===== src/rtl/hazard_pkg.sv =====
// ---------------------------------------------------------------------------
// hazard_pkg
//   Shared types and constants for the pipeline hazard controller and any
//   future unit that compares register sources against a producer (for
//   example a forwarding unit).
//   Contents:
//     hz_state_e : controller FSM states {IDLE, LU_STALL, MEM_WAIT}
//     REG_X0     : index of the hard-wired zero register
// ---------------------------------------------------------------------------
package hazard_pkg;

  typedef enum logic [1:0] {
    IDLE     = 2'd0,
    LU_STALL = 2'd1,
    MEM_WAIT = 2'd2
  } hz_state_e;

  // x0 always reads zero, so a write to it never creates a dependency.
  localparam int REG_X0 = 0;

endpackage


===== src/rtl/hazard_if.sv =====
// ---------------------------------------------------------------------------
// hazard_if
//   Bundles the pipeline-side signals of the hazard controller.
//   Modports:
//     master : the pipeline (drives the stage info, consumes the controls)
//     slave  : hazard_ctrl_unit
//   Signals (direction as seen by the slave):
//     id_ex_memread_i, id_ex_rd_i   in   EX instruction is a load / its rd
//     if_id_rs1_i, if_id_rs2_i      in   ID instruction sources
//     use_rs1_i, use_rs2_i          in   ID instruction actually reads rsN
//     branch_taken_i                in   branch resolved taken in ID
//     mem_req_i, mem_ack_i          in   MEM stage access / completion
//     pc_write_o, stall_o, noop_o   out  PC enable, IF/ID hold, ID/EX bubble
//     flush_o, mem_stall_o          out  IF/ID squash, EX/MEM+MEM/WB freeze
//     stall_cnt_o                   out  saturating count of stall cycles
// ---------------------------------------------------------------------------
interface hazard_if #(
  parameter int REG_AW = 5,
  parameter int CNT_W  = 16
);

  logic              id_ex_memread_i;
  logic [REG_AW-1:0] id_ex_rd_i;
  logic [REG_AW-1:0] if_id_rs1_i;
  logic [REG_AW-1:0] if_id_rs2_i;
  logic              use_rs1_i;
  logic              use_rs2_i;
  logic              branch_taken_i;
  logic              mem_req_i;
  logic              mem_ack_i;
  logic              pc_write_o;
  logic              stall_o;
  logic              noop_o;
  logic              flush_o;
  logic              mem_stall_o;
  logic [CNT_W-1:0]  stall_cnt_o;

  modport master (
    output id_ex_memread_i, id_ex_rd_i, if_id_rs1_i, if_id_rs2_i,
           use_rs1_i, use_rs2_i, branch_taken_i, mem_req_i, mem_ack_i,
    input  pc_write_o, stall_o, noop_o, flush_o, mem_stall_o, stall_cnt_o
  );

  modport slave (
    input  id_ex_memread_i, id_ex_rd_i, if_id_rs1_i, if_id_rs2_i,
           use_rs1_i, use_rs2_i, branch_taken_i, mem_req_i, mem_ack_i,
    output pc_write_o, stall_o, noop_o, flush_o, mem_stall_o, stall_cnt_o
  );

endinterface


===== src/rtl/hazard_src_match.sv =====
// ---------------------------------------------------------------------------
// hazard_src_match
//   Combinational producer/consumer register match. Flags when a valid
//   producer writes a non-x0 register that the consumer actually reads
//   through rs1 or rs2.
//   Ports:
//     load_i              in   producer is valid (a load, for load-use)
//     rd_i                in   producer destination register
//     rs1_i, rs2_i        in   consumer source registers
//     use_rs1_i/use_rs2_i in   consumer really reads that source
//     hit_o               out  dependency detected
// ---------------------------------------------------------------------------
module hazard_src_match #(
  parameter int REG_AW = 5
) (
  input  logic              load_i,
  input  logic [REG_AW-1:0] rd_i,
  input  logic [REG_AW-1:0] rs1_i,
  input  logic [REG_AW-1:0] rs2_i,
  input  logic              use_rs1_i,
  input  logic              use_rs2_i,
  output logic              hit_o
);
  import hazard_pkg::*;

  logic rd_live;
  logic rs1_match;
  logic rs2_match;

  assign rd_live   = load_i && (rd_i != REG_AW'(REG_X0));
  // An encoding field that happens to equal rd is not a dependency unless
  // the instruction really consumes that source.
  assign rs1_match = use_rs1_i && (rd_i == rs1_i);
  assign rs2_match = use_rs2_i && (rd_i == rs2_i);
  assign hit_o     = rd_live && (rs1_match || rs2_match);

endmodule


===== src/rtl/hazard_ctrl_unit.sv =====
// ---------------------------------------------------------------------------
// hazard_ctrl_unit
//   Pipeline hazard controller sitting beside the ID stage of the 5-stage
//   core. Inserts LU_CYC bubbles per load-use hazard, freezes the whole
//   pipeline while a data-memory access waits for its ack, gates the ID
//   branch flush and counts stalled cycles (saturating).
//   Outputs are combinational from registered state and current inputs, so
//   a load-use hazard stalls in the very cycle it is seen.
//   Parameters: REG_AW register address width, LU_CYC bubbles per load-use
//   hazard (>=1), CNT_W stall counter width.
//   Ports:
//     clk_i  in  clock
//     rst_i  in  asynchronous reset, active-high
//     bus    hazard_if.slave (stage info in, pipeline controls out)
// ---------------------------------------------------------------------------
module hazard_ctrl_unit #(
  parameter int REG_AW = 5,
  parameter int LU_CYC = 1,
  parameter int CNT_W  = 16
) (
  input  logic     clk_i,
  input  logic     rst_i,
  hazard_if.slave  bus
);
  import hazard_pkg::*;

  localparam int              LCW       = $clog2(LU_CYC + 1);
  localparam logic [LCW-1:0]  LU_RELOAD = LCW'(LU_CYC - 1);

  hz_state_e        state_q, state_d;
  hz_state_e        eff_state;
  logic [LCW-1:0]   lu_cnt_q, lu_cnt_d;
  logic [CNT_W-1:0] stall_cnt_q, stall_cnt_d;

  logic lu_hit;
  logic mem_busy;
  logic stall;
  logic noop;
  logic mem_stall;

  hazard_src_match #(
    .REG_AW (REG_AW)
  ) u_src_match (
    .load_i    (bus.id_ex_memread_i),
    .rd_i      (bus.id_ex_rd_i),
    .rs1_i     (bus.if_id_rs1_i),
    .rs2_i     (bus.if_id_rs2_i),
    .use_rs1_i (bus.use_rs1_i),
    .use_rs2_i (bus.use_rs2_i),
    .hit_o     (lu_hit)
  );

  assign mem_busy = bus.mem_req_i && !bus.mem_ack_i;

  always_comb begin
    // NOTE: every signal written here gets a default first, so no path
    // through the block can leave one unassigned and infer a latch.
    state_d   = state_q;
    lu_cnt_d  = lu_cnt_q;
    stall     = 1'b0;
    noop      = 1'b0;
    mem_stall = 1'b0;

    // Leaving MEM_WAIT behaves as if already in the state we return to,
    // so a load-use sequence interrupted by a memory wait resumes with
    // the bubbles it still owed.
    eff_state = state_q;
    if (state_q == MEM_WAIT) begin
      eff_state = (lu_cnt_q != '0) ? LU_STALL : IDLE;
    end

    if (mem_busy) begin
      // Whole pipeline frozen; no bubble since ID/EX must hold as well.
      mem_stall = 1'b1;
      stall     = 1'b1;
      state_d   = MEM_WAIT;
    end else begin
      unique case (eff_state)
        LU_STALL: begin
          stall    = 1'b1;
          noop     = 1'b1;
          lu_cnt_d = lu_cnt_q - LCW'(1);
          state_d  = (lu_cnt_q == LCW'(1)) ? IDLE : LU_STALL;
        end
        default: begin
          state_d = IDLE;
          if (lu_hit) begin
            stall = 1'b1;
            noop  = 1'b1;
            if (LU_CYC > 1) begin
              lu_cnt_d = LU_RELOAD;
              state_d  = LU_STALL;
            end
          end
        end
      endcase
    end

    stall_cnt_d = stall_cnt_q;
    if (stall && (stall_cnt_q != '1)) begin
      stall_cnt_d = stall_cnt_q + CNT_W'(1);
    end
  end

  // NOTE: state registers use non-blocking assignments so every flop
  // samples its next value from the same pre-edge snapshot.
  always_ff @(posedge clk_i or posedge rst_i) begin
    if (rst_i) begin
      state_q     <= IDLE;
      lu_cnt_q    <= '0;
      stall_cnt_q <= '0;
    end else begin
      state_q     <= state_d;
      lu_cnt_q    <= lu_cnt_d;
      stall_cnt_q <= stall_cnt_d;
    end
  end

  assign bus.stall_o     = stall;
  assign bus.noop_o      = noop;
  assign bus.mem_stall_o = mem_stall;
  assign bus.pc_write_o  = !stall;
  // A taken branch whose operands are still unresolved must not squash.
  assign bus.flush_o     = bus.branch_taken_i && !stall;
  assign bus.stall_cnt_o = stall_cnt_q;

endmodule


===== src/flat_wrapper.sv =====
// flat-port wrapper written by rule: the top's interface ports become plain ports
module hazard_ctrl_unit_flat import hazard_pkg::*;
#(
  parameter int REG_AW = 5,
  parameter int LU_CYC = 1,
  parameter int CNT_W  = 16
)
  (clk_i, rst_i, bus_id_ex_memread_i, bus_id_ex_rd_i, bus_if_id_rs1_i, bus_if_id_rs2_i, bus_use_rs1_i, bus_use_rs2_i, bus_branch_taken_i, bus_mem_req_i, bus_mem_ack_i, bus_pc_write_o, bus_stall_o, bus_noop_o, bus_flush_o, bus_mem_stall_o, bus_stall_cnt_o);
  hazard_if #(.REG_AW(REG_AW), .CNT_W(CNT_W)) bus_i ();
  input  logic clk_i;
  input  logic rst_i;
  input wire logic [$bits(bus_i.id_ex_memread_i)-1:0] bus_id_ex_memread_i;
  input wire logic [$bits(bus_i.id_ex_rd_i)-1:0] bus_id_ex_rd_i;
  input wire logic [$bits(bus_i.if_id_rs1_i)-1:0] bus_if_id_rs1_i;
  input wire logic [$bits(bus_i.if_id_rs2_i)-1:0] bus_if_id_rs2_i;
  input wire logic [$bits(bus_i.use_rs1_i)-1:0] bus_use_rs1_i;
  input wire logic [$bits(bus_i.use_rs2_i)-1:0] bus_use_rs2_i;
  input wire logic [$bits(bus_i.branch_taken_i)-1:0] bus_branch_taken_i;
  input wire logic [$bits(bus_i.mem_req_i)-1:0] bus_mem_req_i;
  input wire logic [$bits(bus_i.mem_ack_i)-1:0] bus_mem_ack_i;
  output wire logic [$bits(bus_i.pc_write_o)-1:0] bus_pc_write_o;
  output wire logic [$bits(bus_i.stall_o)-1:0] bus_stall_o;
  output wire logic [$bits(bus_i.noop_o)-1:0] bus_noop_o;
  output wire logic [$bits(bus_i.flush_o)-1:0] bus_flush_o;
  output wire logic [$bits(bus_i.mem_stall_o)-1:0] bus_mem_stall_o;
  output wire logic [$bits(bus_i.stall_cnt_o)-1:0] bus_stall_cnt_o;
  assign bus_i.id_ex_memread_i = bus_id_ex_memread_i;
  assign bus_i.id_ex_rd_i = bus_id_ex_rd_i;
  assign bus_i.if_id_rs1_i = bus_if_id_rs1_i;
  assign bus_i.if_id_rs2_i = bus_if_id_rs2_i;
  assign bus_i.use_rs1_i = bus_use_rs1_i;
  assign bus_i.use_rs2_i = bus_use_rs2_i;
  assign bus_i.branch_taken_i = bus_branch_taken_i;
  assign bus_i.mem_req_i = bus_mem_req_i;
  assign bus_i.mem_ack_i = bus_mem_ack_i;
  assign bus_pc_write_o = bus_i.pc_write_o;
  assign bus_stall_o = bus_i.stall_o;
  assign bus_noop_o = bus_i.noop_o;
  assign bus_flush_o = bus_i.flush_o;
  assign bus_mem_stall_o = bus_i.mem_stall_o;
  assign bus_stall_cnt_o = bus_i.stall_cnt_o;
  hazard_ctrl_unit #(.REG_AW(REG_AW), .LU_CYC(LU_CYC), .CNT_W(CNT_W)) u_core (.clk_i(clk_i), .rst_i(rst_i), .bus(bus_i));
endmodule

===== config.mk =====
export PLATFORM = sky130hd
export DESIGN_NAME = hazard_ctrl_unit_flat
export DESIGN_NICKNAME = d
export VERILOG_FILES = /design/src/rtl/hazard_pkg.sv /design/src/rtl/hazard_if.sv /design/src/rtl/hazard_src_match.sv /design/src/rtl/hazard_ctrl_unit.sv /design/src/flat_wrapper.sv
export SDC_FILE = /design/constraint.sdc
export NUM_CORES = 1
export LEC_CHECK = 0
export CAP_MARGIN = 20
export CORE_MARGIN = 2
export CORE_UTILIZATION = 43
export DETAILED_ROUTE_END_ITERATION = 6
export PLACE_DENSITY = 0.78
export SETUP_SLACK_MARGIN = 0.1
export SLEW_MARGIN = 20
export SYNTH_ARGS = -nofsm -noshare
export SYNTH_HDL_FRONTEND = slang
export SYNTH_HIERARCHICAL = 1
export SYNTH_SLANG_ARGS = --single-unit

===== constraint.sdc =====
create_clock -name clk_i -period 2.8 [get_ports clk_i]
set_input_delay 0.42 -clock clk_i [delete_from_list [all_inputs] [get_ports clk_i]]
set_output_delay 0.42 -clock clk_i [all_outputs]
set_load 0.01 [all_outputs]

Yosys cells after proc, flatten, opt, wreduce, memory -nomap -nowiden

Cells that the tools add are included.

Register bits after elaboration: 19
Output and inout bits: 21
Logic and storage cells: 33
Bits of input ports: 23

Reductions and logical operators: 12
Bitwise gates (word level): 1
Mux-type cells: 10
$add $sub $neg: 2
Equality and inequality tests: 5

Operators with widths:

| operator              | number |
|---|---|
| $add 16x1->16 const B | 1 |
| $ne 16x16->1 const B  | 1 |
| $eq 5x5->1            | 2 |
| $logic_and 1x1->1     | 7 |
| $mux 1                | 7 |
| $mux 2                | 3 |
| $reduce_bool 5->1     | 1 |
| $eq 2x1->1 const B    | 1 |
| $eq 2x2->1 const B    | 1 |
| $logic_not 1->1       | 2 |
| $reduce_and 2->1      | 1 |
| $logic_or 1x1->1      | 1 |
| $not 1->1             | 1 |
| $sub 1x1->1 const B   | 1 |

Logic depth before layout (Yosys ltp)

Word-level depth: 9
Gate-level depth with buffers: 8
Mapped depth without buffers: 7

Cells and area by module

Netlist, hierarchy kept.

Modules (own cells, without submodules):

| module           | cells each | seq. area each (sq um) | area each (sq um) | instances |
|---|---|---|---|---|
| hazard_ctrl_unit | 97         | 475.5                  | 1019.7            | 1 |
| hazard_src_match | 17         | 0.0                    | 133.9             | 1 |

Worst setup path before layout

No wires, ideal clock.

Path type: input port to output port
From: input bus_id_ex_rd_i[1]
To: output bus_flush_o
Stages on the path: 6
Path buffers: 1
Setup slack: 0.409 ns
Arrival: 1.971 ns
Data required time: 2.380 ns
Cells stage by stage: or4_1 o21ai_1 a21oi_1 nor4_4 buf_6 and2_2

Word-level cells in the longest chain between the ends: 9
Elaborated cells between the ends (all ways): 13
Those cells by class: 2 x eq/ne; 3 x mux; 8 x reduce/logical

RTL lines:

| element                                     | line                                           | text |
|---|---|---|
| from (decl)                                 | flat_wrapper.sv:13                             | `input wire logic [$bits(bus_i.id_ex_rd_i)-1:0] bus_id_ex_rd_i;` |
| $eq 5x5->1, on equally long branches        | hazard_src_match.sv:33, hazard_src_match.sv:34 |  |
| $logic_and 1x1->1, on equally long branches | hazard_src_match.sv:33, hazard_src_match.sv:34 |  |
| $logic_or 1x1->1                            | hazard_src_match.sv:35                         | `assign hit_o = rd_live && (rs1_match \|\| rs2_match);` |
| $logic_and 1x1->1 (*)                       | hazard_src_match.sv:35                         |  |
| net u_core.lu_hit                           | hazard_ctrl_unit.sv:35                         | `logic lu_hit;` |
| $mux 1 (*)                                  | hazard_ctrl_unit.sv:87                         | `if (lu_hit) begin` |
| $mux 1 (*)                                  | hazard_ctrl_unit.sv:78                         | `unique case (eff_state)` |
| $mux 1 (*)                                  | hazard_ctrl_unit.sv:72                         | `if (mem_busy) begin` |
| $logic_not 1->1 (*)                         | -                                              |  |
| net bus_pc_write_o                          | flat_wrapper.sv:21                             | `output wire logic [$bits(bus_i.pc_write_o)-1:0] bus_pc_write_o;` |
| $logic_and 1x1->1 (*)                       | hazard_ctrl_unit.sv:124                        | `assign bus.flush_o = bus.branch_taken_i && !stall;` |
| to (decl)                                   | flat_wrapper.sv:24                             | `output wire logic [$bits(bus_i.flush_o)-1:0] bus_flush_o;` |

Mark *: on every way through the listed nets, which the timed path passes. The rest lies on a longest branch.

Worst setup path in the final report

From: input bus_id_ex_rd_i[3]
To: output bus_flush_o

Word-level cells in the longest chain between the ends: 9
Elaborated cells between the ends (all ways): 13
Those cells by class: 2 x eq/ne; 3 x mux; 8 x reduce/logical

RTL lines:

| element                                     | line |
|---|---|
| $eq 5x5->1, on equally long branches        | hazard_src_match.sv:33, hazard_src_match.sv:34 |
| $logic_and 1x1->1, on equally long branches | hazard_src_match.sv:33, hazard_src_match.sv:34 |
| $logic_or 1x1->1                            | hazard_src_match.sv:35 |
| $logic_and 1x1->1 (*)                       | hazard_src_match.sv:35 |
| net u_core.lu_hit                           | hazard_ctrl_unit.sv:35 |
| $mux 1 (*)                                  | hazard_ctrl_unit.sv:87 |
| $mux 1 (*)                                  | hazard_ctrl_unit.sv:78 |
| $mux 1 (*)                                  | hazard_ctrl_unit.sv:72 |
| $logic_not 1->1 (*)                         | hazard_ctrl_unit.sv:124 |
| $logic_and 1x1->1 (*)                       | hazard_ctrl_unit.sv:124 |

Marked as above.

==> metrics.txt <==
Max Cap Viol 0; outcome complete, no violations; Startpoint Class input port; # diodes 0; final clock skew 0.0113 ns; CP required 2.38 ns; slowest stage delay, CP 0.43 ns; hold_ws 0.498 ns; register area share after synthesis 0.412; Critical Path Fanout Max 4; number of port buffers 43; first-pass GRT wire length 4.64 mm; DP Wirelength 2.18 mm; area of the multi-input gates 656 um2; Residual DRC 0; Post-Syn Instances 114; CP max stage cell clkdlybuf4s50_1; most frequent cells after synthesis 20 x xor2_1, 19 x dfrtp_1, 8 x nor3_1, 8 x nor4_1; Die Span Y 55.8 um; Synth area leader dfrtp_1; count leader, synth xor2_1; clock buffer depth 2; share of cells above drive strength 1 0.183; FILL cells 197; Power Density 518 nW/um2; final worst-path cycle share 0.943; CP delay by family, top simple AND/OR/NAND/NOR gates; wirelength, routed 2.90 mm; Die X-Extent 55.8 um; Fmax 0.379 GHz; largest cells by area after synthesis dfrtp_1 41%, xor2_1 15%, nor4_1 4.3%; worst slew pin tran 0.739 ns; First-pass DRT Iterations 4; Vias 1056; Wirelength per Cell 14.6 um; clk slew on worst S/H paths 0.12 ns; critical path arrival 2.22 ns; Async SR Flop Fraction 1.00; CP Class in -> out; Mean Syn Cell Area 10.1 um2; final hold vios 0; root buf cell clkbuf_4; VDD IR-drop max 0.431 mV; max_slew headroom 0.507; RSZ-0062 raised after global routing true; CTS tree done; # IOs 44; setup TNS 0 ns; total global-route track usage 0.189; Register Area 475 um2; final setup fails 0; initial antenna violation count 0; Synth-to-Final Area Change 48.8%; Ys Warns 6; register bit total from synthesis 19; largest net degree at the start of global routing 20; Crit. End Element output pin; worst hold path type reg -> reg; CTS buffer count 3; Netlist cell types 36; Max H-tree Level 1; gpl congestion 0.750; Post-synth EDFFs 0; post-synth top area share 0.412; Pins Over Slew Limit 0; DIE AREA 3110 um2; ys flop type dfrtp_1; worst skew pair latency 0.30 ns; Pleak 0.784 nW; num rows 18; Sink Count 19; Buf/Inv on CP 2; Core Region 2500 um2; Iteration-0 DRC Markers 16; vias per cell 5.31; net count after synthesis 138; Post-DRT Antenna Nets 0; Starting Density 0.461; post-layout net count 194; vias in the first global route 1040; Tmin final 2.64 ns; mapped cell area 1150 um2; grt total ovfl 0; worst-path cell chain clkdlybuf4s50_1 > or4_4 > o21ai_2 > a21oi_2 > nor4_4 > and2_4 > buf_2
## sequential cells by signal (all words and copies together) (netlist names)
register,cells
u_core/lu_cnt_q,1
u_core/bus.stall_cnt_o,16
u_core/state_q,2
## cells by family after synthesis
group                    Yosys count  synth area share
multiplexers                       3            0.0314
adder cells (fa/ha/maj)            1            0.0108
XOR/XNOR                          22             0.167
AND/OR/NAND/NOR                   53             0.299
buffers and inverters              8            0.0358
AO/OA/AOI/OAI                      8            0.0434
flip-flops                        19             0.412
## per-stage QoR
| step | total power [mW] | setup WS (ns) | instance area, um2 | utilization | std cells |
|---|---|---|---|---|---|
| 2_1_floorplan | 0.555 | 0.409 | 1150 | - | 114 |
| 3_3_place_gp | 0.741 | -0.288 | 1660 | 0.665 | 193 |
| 3_5_place_dp | 0.751 | -0.318 | 1660 | 0.665 | 193 |
| 4_1_cts | 0.895 | 0.0925 | 1700 | 0.679 | 198 |
| 5_1_grt | 0.949 | 0.0766 | 1720 | 0.687 | 199 |
| 6_report | 0.890 | 0.160 | 1720 | 0.687 | 199 |
## routing by layer
| layer | up-vias | GRT usage | wire length, um |
|---|---|---|---|
| met4 | 0 | 0.0662 | 26 |
| met5 | - | 0 | 0 |
| met1 | 503 | 0.225 | 1210 |
| met3 | 2 | 0.0488 | 140 |
| li1 | 517 | - | - |
| met2 | 34 | 0.327 | 1520 |
## layout make-up
| cell class | count | area share |
|---|---|---|
| multi-input combinational | 87 | 0.382 |
| timing repair buffer | 53 | 0.290 |
| sequential | 19 | 0.277 |
| tap | 30 | 0.0219 |
| clock buffer | 3 | 0.0131 |
| inverter | 6 | 0.0131 |
| clock inverter | 1 | 0.00292 |
## power breakdown
part | internal (mW) | switching (mW) | leakage [nW] | total (mW)
Sequential | 0.329 | 0.0740 | 0.237 | 0.403
Combinational | 0.202 | 0.144 | 0.529 | 0.346
Clock | 0.0533 | 0.0883 | 0.0177 | 0.142
Total | 0.584 | 0.306 | 0.784 | 0.890
## final timing paths
check	from	to	slack, ns	depth (start not counted)
min in group asynchronous	rst_i	u_core/bus.stall_cnt_o[2]	0.53	2
hold / removal	u_core/bus.stall_cnt_o[15]	u_core/bus.stall_cnt_o[15]	0.50	1
setup / recovery	bus_id_ex_rd_i[3]	bus_flush_o	0.16	7
setup reg to reg	u_core/bus.stall_cnt_o[0]	u_core/bus.stall_cnt_o[1]	1.04	5
hold reg to reg	u_core/bus.stall_cnt_o[15]	u_core/bus.stall_cnt_o[15]	0.50	1
max in group asynchronous	rst_i	u_core/bus.stall_cnt_o[12]	1.80	2
## placed cells by master, fill, tap and decap left out, types with 3 or more instances in the layout
cell type and n:
clkdlybuf4s50_1 36, xor2_1 20, dfrtp_1 19, buf_4 10
nor3_1 8, nor2_1 7, nand3_1 7, nor4_1 7
inv_1 6, nand2_1 4, nand4_1 4, clkbuf_4 3
dlymetal6s2s_1 3
## repair_timing
| action | CTS | global route |
|---|---|---|
| gates resized for setup | 6 | 14 |
| buffers inserted | 1 | 1 |
| setup endpoints to repair | 4 | 4 |
| pin swaps | 2 | 5 |
| hold buffers | 0 | 0 |
Power figures use the tool's default switching activity.
